## config.mk

```make
export PLATFORM = sky130hd
export DESIGN_NAME = return_stack_ctrl
export DESIGN_NICKNAME = d
export VERILOG_FILES = /design/src/rtl/return_stack_ctrl.sv
export SDC_FILE = /design/constraint.sdc
export NUM_CORES = 1
export LEC_CHECK = 0
export BUFFER_PORTS_ARGS = -buffer_cell sky130_fd_sc_hd__buf_2
export CAP_MARGIN = 40
export CORE_MARGIN = 1
export CORE_UTILIZATION = 60
export DETAILED_ROUTE_END_ITERATION = 7
export HOLD_SLACK_MARGIN = 0.05
export MAX_ROUTING_LAYER = met4
export PLACE_DENSITY_LB_ADDON = 0.08
export SYNTH_ARGS = -nofsm -noshare
export SYNTH_HDL_FRONTEND = slang
export SYNTH_SLANG_ARGS = --single-unit
```

## constraint.sdc

```tcl
create_clock -name clk -period 4.5 [get_ports clk]
set_input_delay 0.675 -clock clk [delete_from_list [all_inputs] [get_ports clk]]
set_output_delay 0.675 -clock clk [all_outputs]
set_load 0.05 [all_outputs]
```

## src/rtl/return_stack_ctrl.sv

```systemverilog
`default_nettype none
// ============================================================================
// Module      : return_stack_ctrl
// Description : CALL/RET return-address stack with sticky overflow/underflow
//               fault state that freezes the stack until err_clr.
// Revision    : 1.0
// ============================================================================
module return_stack_ctrl #(
    parameter int ADDR_W = 19,
    parameter int DEPTH  = 16
) (
    input  logic                         clk,
    input  logic                         rst_n,
    input  logic                         push,
    input  logic                         pop,
    input  logic                         stall,
    input  logic [ADDR_W-1:0]            push_addr,
    input  logic                         err_clr,
    output logic [ADDR_W-1:0]            ret_addr,
    output logic [$clog2(DEPTH):0]       sp,
    output logic                         empty,
    output logic                         full,
    output logic                         overflow,
    output logic                         underflow,
    output logic                         fault
);

    localparam int PTR_W = $clog2(DEPTH) + 1;
    localparam int IDX_W = $clog2(DEPTH);

    typedef enum logic [0:0] {
        S_NORMAL = 1'b0,
        S_FAULT  = 1'b1
    } state_t;

    state_t                r_state;
    logic [ADDR_W-1:0]     r_mem [DEPTH];
    logic [PTR_W-1:0]      r_sp;
    logic [ADDR_W-1:0]     r_ret;
    logic                  r_ovf;
    logic                  r_udf;

    logic                  w_do_push;
    logic                  w_do_pop;
    logic                  w_empty;
    logic                  w_full;
    logic [IDX_W-1:0]      w_wr_idx;
    logic [IDX_W-1:0]      w_top_idx;
    logic [IDX_W-1:0]      w_below_idx;

    assign w_empty     = (r_sp == '0);
    assign w_full      = (r_sp == PTR_W'(DEPTH));
    assign w_do_push   = push & ~stall & (r_state == S_NORMAL);
    assign w_do_pop    = pop  & ~stall & (r_state == S_NORMAL);
    // Low pointer bits wrap to the right slot even when sp==DEPTH.
    assign w_wr_idx    = r_sp[IDX_W-1:0];
    assign w_top_idx   = r_sp[IDX_W-1:0] - IDX_W'(1);
    assign w_below_idx = r_sp[IDX_W-1:0] - IDX_W'(2);

    always_ff @(posedge clk or negedge rst_n) begin
        if (!rst_n) begin
            for (int i = 0; i < DEPTH; i++) begin
                r_mem[i] <= '0;
            end
            r_sp    <= '0;
            r_ret   <= '0;
            r_ovf   <= 1'b0;
            r_udf   <= 1'b0;
            r_state <= S_NORMAL;
        end else begin
            case (r_state)
                S_NORMAL: begin
                    if (w_do_push && w_do_pop && !w_empty) begin
                        r_mem[w_top_idx] <= push_addr;
                        r_ret            <= push_addr;
                    end else if (w_do_push) begin
                        if (w_full) begin
                            r_ovf   <= 1'b1;
                            r_state <= S_FAULT;
                        end else begin
                            r_mem[w_wr_idx] <= push_addr;
                            r_sp            <= r_sp + PTR_W'(1);
                            r_ret           <= push_addr;
                        end
                    end else if (w_do_pop) begin
                        if (w_empty) begin
                            r_udf   <= 1'b1;
                            r_state <= S_FAULT;
                        end else if (r_sp == PTR_W'(1)) begin
                            r_sp  <= '0;
                            r_ret <= '0;
                        end else begin
                            r_sp  <= r_sp - PTR_W'(1);
                            r_ret <= r_mem[w_below_idx];
                        end
                    end
                end
                S_FAULT: begin
                    if (err_clr) begin
                        r_ovf   <= 1'b0;
                        r_udf   <= 1'b0;
                        r_state <= S_NORMAL;
                    end
                end
                default: r_state <= S_NORMAL;
            endcase
        end
    end

    assign ret_addr  = r_ret;
    assign sp        = r_sp;
    assign empty     = w_empty;
    assign full      = w_full;
    assign overflow  = r_ovf;
    assign underflow = r_udf;
    assign fault     = (r_state == S_FAULT);

endmodule
`default_nettype wire

```

==> key figures <==
Clock tree
  • Setup Buffers After CTS: 0
  • Htree depth: 2
  • CTS hold repair buffers: 0
  • Clock root buffer: clkbuf_16
  • Clk sinks: 331
  • Post-CTS sizing: 0
  • Clock Path Buffers: 3
  • CTS Buf Count: 36
  • Worst skew pair latency: 520 ps
  • Reg clk slew, reported paths: 60 ps
  • CTS tree: built

Worst hold path
  • HP Class: input port to asynchronous set/reset pin

Setup path
  • Peak fanout along the critical path: 11
  • Largest delay share family, worst path: compound AO/OA/AOI/OAI gates
  • Buf/Inv on CP: 2
  • Critical Path Max Stage Delay: 730 ps
  • Cell count along the critical path: 8
  • Kind of critical path: flip-flop to flip-flop
  • Critical R2R Launch: sp[1]
  • Reg2reg path depth: 8
  • Critical path launch point type: flip-flop
  • Cells along the critical path: inv_1, ha_1, a21boi_1, xnor2_1, nor3b_1, o21ai_2, buf_4, mux2_2
  • Critical Path AT: 3800 ps
  • Slowest-stage cell, CP: o21ai_2
  • Critical Path Sink Type: flip-flop
  • Reg-to-reg endpoint: r_mem[94]
  • Worst Path Required: 4890 ps
  • R2r setup slk: 1090 ps

Pwr
  • Pwr Density: 778 mW/mm^2
  • Reg power frac: 38.8%
  • Part of the power in the clock network: 20.8%
  • Logic pwr share: 40.4%
  • Final Power: 13400 uW
  • P_int: 8820 uW
  • Sw frac: 34.0%
  • Worst vdd ir: 0.472 mV
  • Switch Pwr: 4540 uW
  • Leakage power: 0.00742 uW

Synthesis
  • Syn nets: 1037
  • Post-synthesis compound-gate area fraction: 6.37%
  • Synth Cell Area: 0.0154 mm^2
  • Synth top area share: 53.9%
  • Post-Synth XOR/XNOR Area: 0.342%
  • Largest family of logic cells by synthesized area: multiplexers
  • Largest cells by area after synthesis: dfrtp_1 54%, mux2_2 21%, mux4_2 11%, a22oi_1 1.9%, a221o_1 1.2%
  • Post-synth cell types: 54
  • Average size of a mapped cell: 15.3 um^2
  • Simple-gate area share of the yosys netlist: 2.29%
  • Yosys warning count: 0
  • Number of flops mapped to enable cells by yosys: 0
  • Fraction of registers with async set/reset: 100%
  • Post-synthesis mux area share: 33.7%
  • Synth area leader: dfrtp_1
  • Sequential area share after synthesis: 53.9%
  • Main flop type after synthesis: dfrtp_1
  • Adder-cell share of the synthesized area: 0.651%
  • Synth Register Bits: 331
  • Gate Count Post-Synth: 1004

Detailed routing
  • Met2 WL: 17.2 mm
  • Met1 Routed Length: 16.0 mm
  • WL/cell: 25.1 um
  • Post-Route WL: 35.2 mm
  • Total number of vias: 9100
  • Top sig layer: met4
  • Initial DRC count: 665
  • DRT Pass-1 Iters: 4
  • Routed Antenna Nets: 0
  • Met3 WL post-DR: 1.42 mm
  • Via density: 6.49
  • DRC: 0

Placed design
  • RePlAce Congestion: 0.894
  • Port buffer count: 53
  • Post-detail-place hpwl: 20.9 mm
  • Pre-CTS setup slack: 1110 ps

Flow run
  • Max Cap Viol: 0

STA
  • Slew headroom: 31.5%
  • Clk_skew: 14.0 ps
  • Final Cycle Share: 75.8%
  • RSZ-0062 raised after global routing: false
  • Fmax: 293 MHz
  • Final setup viols: 0
  • Max-slew violations: 0
  • Final worst path period need: 3410 ps
  • Least-Margin Pin Slew: 1020 ps
  • Final setup margin: 1090 ps
  • Setup TNS: 0 ps
  • Final hold violations: 0

Floorplan
  • Core ar.: 0.0252 mm^2
  • Row count: 58
  • Die height: 162 um
  • IO Pins: 54
  • Die area: 0.0263 mm^2
  • Die X: 162 um
  • Initial Util: 61.0%

Global routing
  • Vias in the first global route: 9471
  • Tot GR Track Use: 29.5%
  • Initial antenna violation count: 0
  • Largest net degree at the start of global routing: 114
  • Global-route wire length before repair: 56.2 mm
  • Total grt overflow: 0

Cells and area
  • Layout cells sized above 1: 50.4%
  • Diode count: 0
  • Post-layout nets: 1084
  • Area growth syn-to-layout: 11.7%

Run status
  • Outcome: finished, final reports clean
[synthesized netlist by cell type (all sizes together) (3+ instances only)]
master,number
a21oi,28
a211oi,5
mux4,76
o21ai,14
o22ai,4
dfrtp,331
inv,11
xnor2,4
nor2,9
a22oi,38
nand2,13
nor4,4
and3,3
buf,38
mux2,304
a221o,19
ha,8
a32oi,3
a21boi,3
nor3b,5
nor3,3
and2,4
a31oi,9
clkbuf,45
[kinds of logic (layout without fill, tap and decap cells)]
group	count (synthesis)	after routing
AO/OA/AOI/OAI	132	132
XOR/XNOR	6	6
adder cells (fa/ha/maj)	8	8
AND/OR/NAND/NOR	53	53
flip-flops	331	331
buffers and inverters	94	163
multiplexers	380	380
[power groups by stage]
stage | Sequential, uW | Combinational (uW) | Clock [uW]
6_report | 5180 | 5400 | 2780
5_1_grt | 5350 | 5770 | 2960
4_1_cts | 5170 | 5430 | 2830
3_5_place_dp | 5210 | 5390 | 0
3_3_place_gp | 5150 | 5230 | 0
2_1_floorplan | 5320 | 3820 | 0
[metrics by stage]
step           util [%]  area [um^2]  hold WS [ps]  instances
2_1_floorplan         -        15400           379       1004
6_report           68.2        17200           207       1403
3_3_place_gp       63.5        16000           476       1339
4_1_cts            68.2        17200           285       1403
3_5_place_dp       63.8        16100           486       1343
5_1_grt            68.2        17200           309       1403
[routing by layer]
metal  vias to the layer above  global-route usage (%)
met5                         -                       -
met4                         0                    6.13
met3                        42                    4.11
met2                       207                    45.8
met1                      4934                    42.0
li1                       3917                       -
[state kept, by name, indices dropped and copies added, names as in the netlist]
name	cells
r_mem	304
ret_addr	19
sp	5
fault	1
overflow	1
underflow	1
[final cells by class]
type	count	area, um^2
Sequential cell	331	8290
Inverter	11	41.3
Clock buffer	55	1070
Tap cell	330	413
Clock inverter	5	36.3
Timing Repair Buffer	92	636
Multi-Input combinational cell	579	6680
Fill cell	1763	8020
[cell usage in the layout, fill, tap and decap left out, drive strengths merged, types with 3 or more instances in the layout]
cell      n
mux4     76
xnor2     4
ha        8
clkbuf   55
nor3      3
a211oi    5
a21boi    3
a22oi    38
nor4      4
o21ai    14
nand2    13
buf      92
mux2    304
nor2      9
a221o    19
and2      4
dfrtp   331
clkinv    5
a31oi     9
o22ai     4
and3      3
inv      11
a21oi    28
a32oi     3
nor3b     5
[worst max path at each step]
stage	to	slack, ps	startpoint
after global placement	r_mem[226]	1150	push
after CTS	r_mem[94]	1080	sp[1]
after global routing	r_mem[89]	960	sp[1]
final	r_mem[94]	1090	sp[1]
after detailed placement	r_mem[94]	1110	sp[1]
after floorplan	r_mem[218]	450	sp[0]
Note: power is estimated with default switching activity, not from simulation.
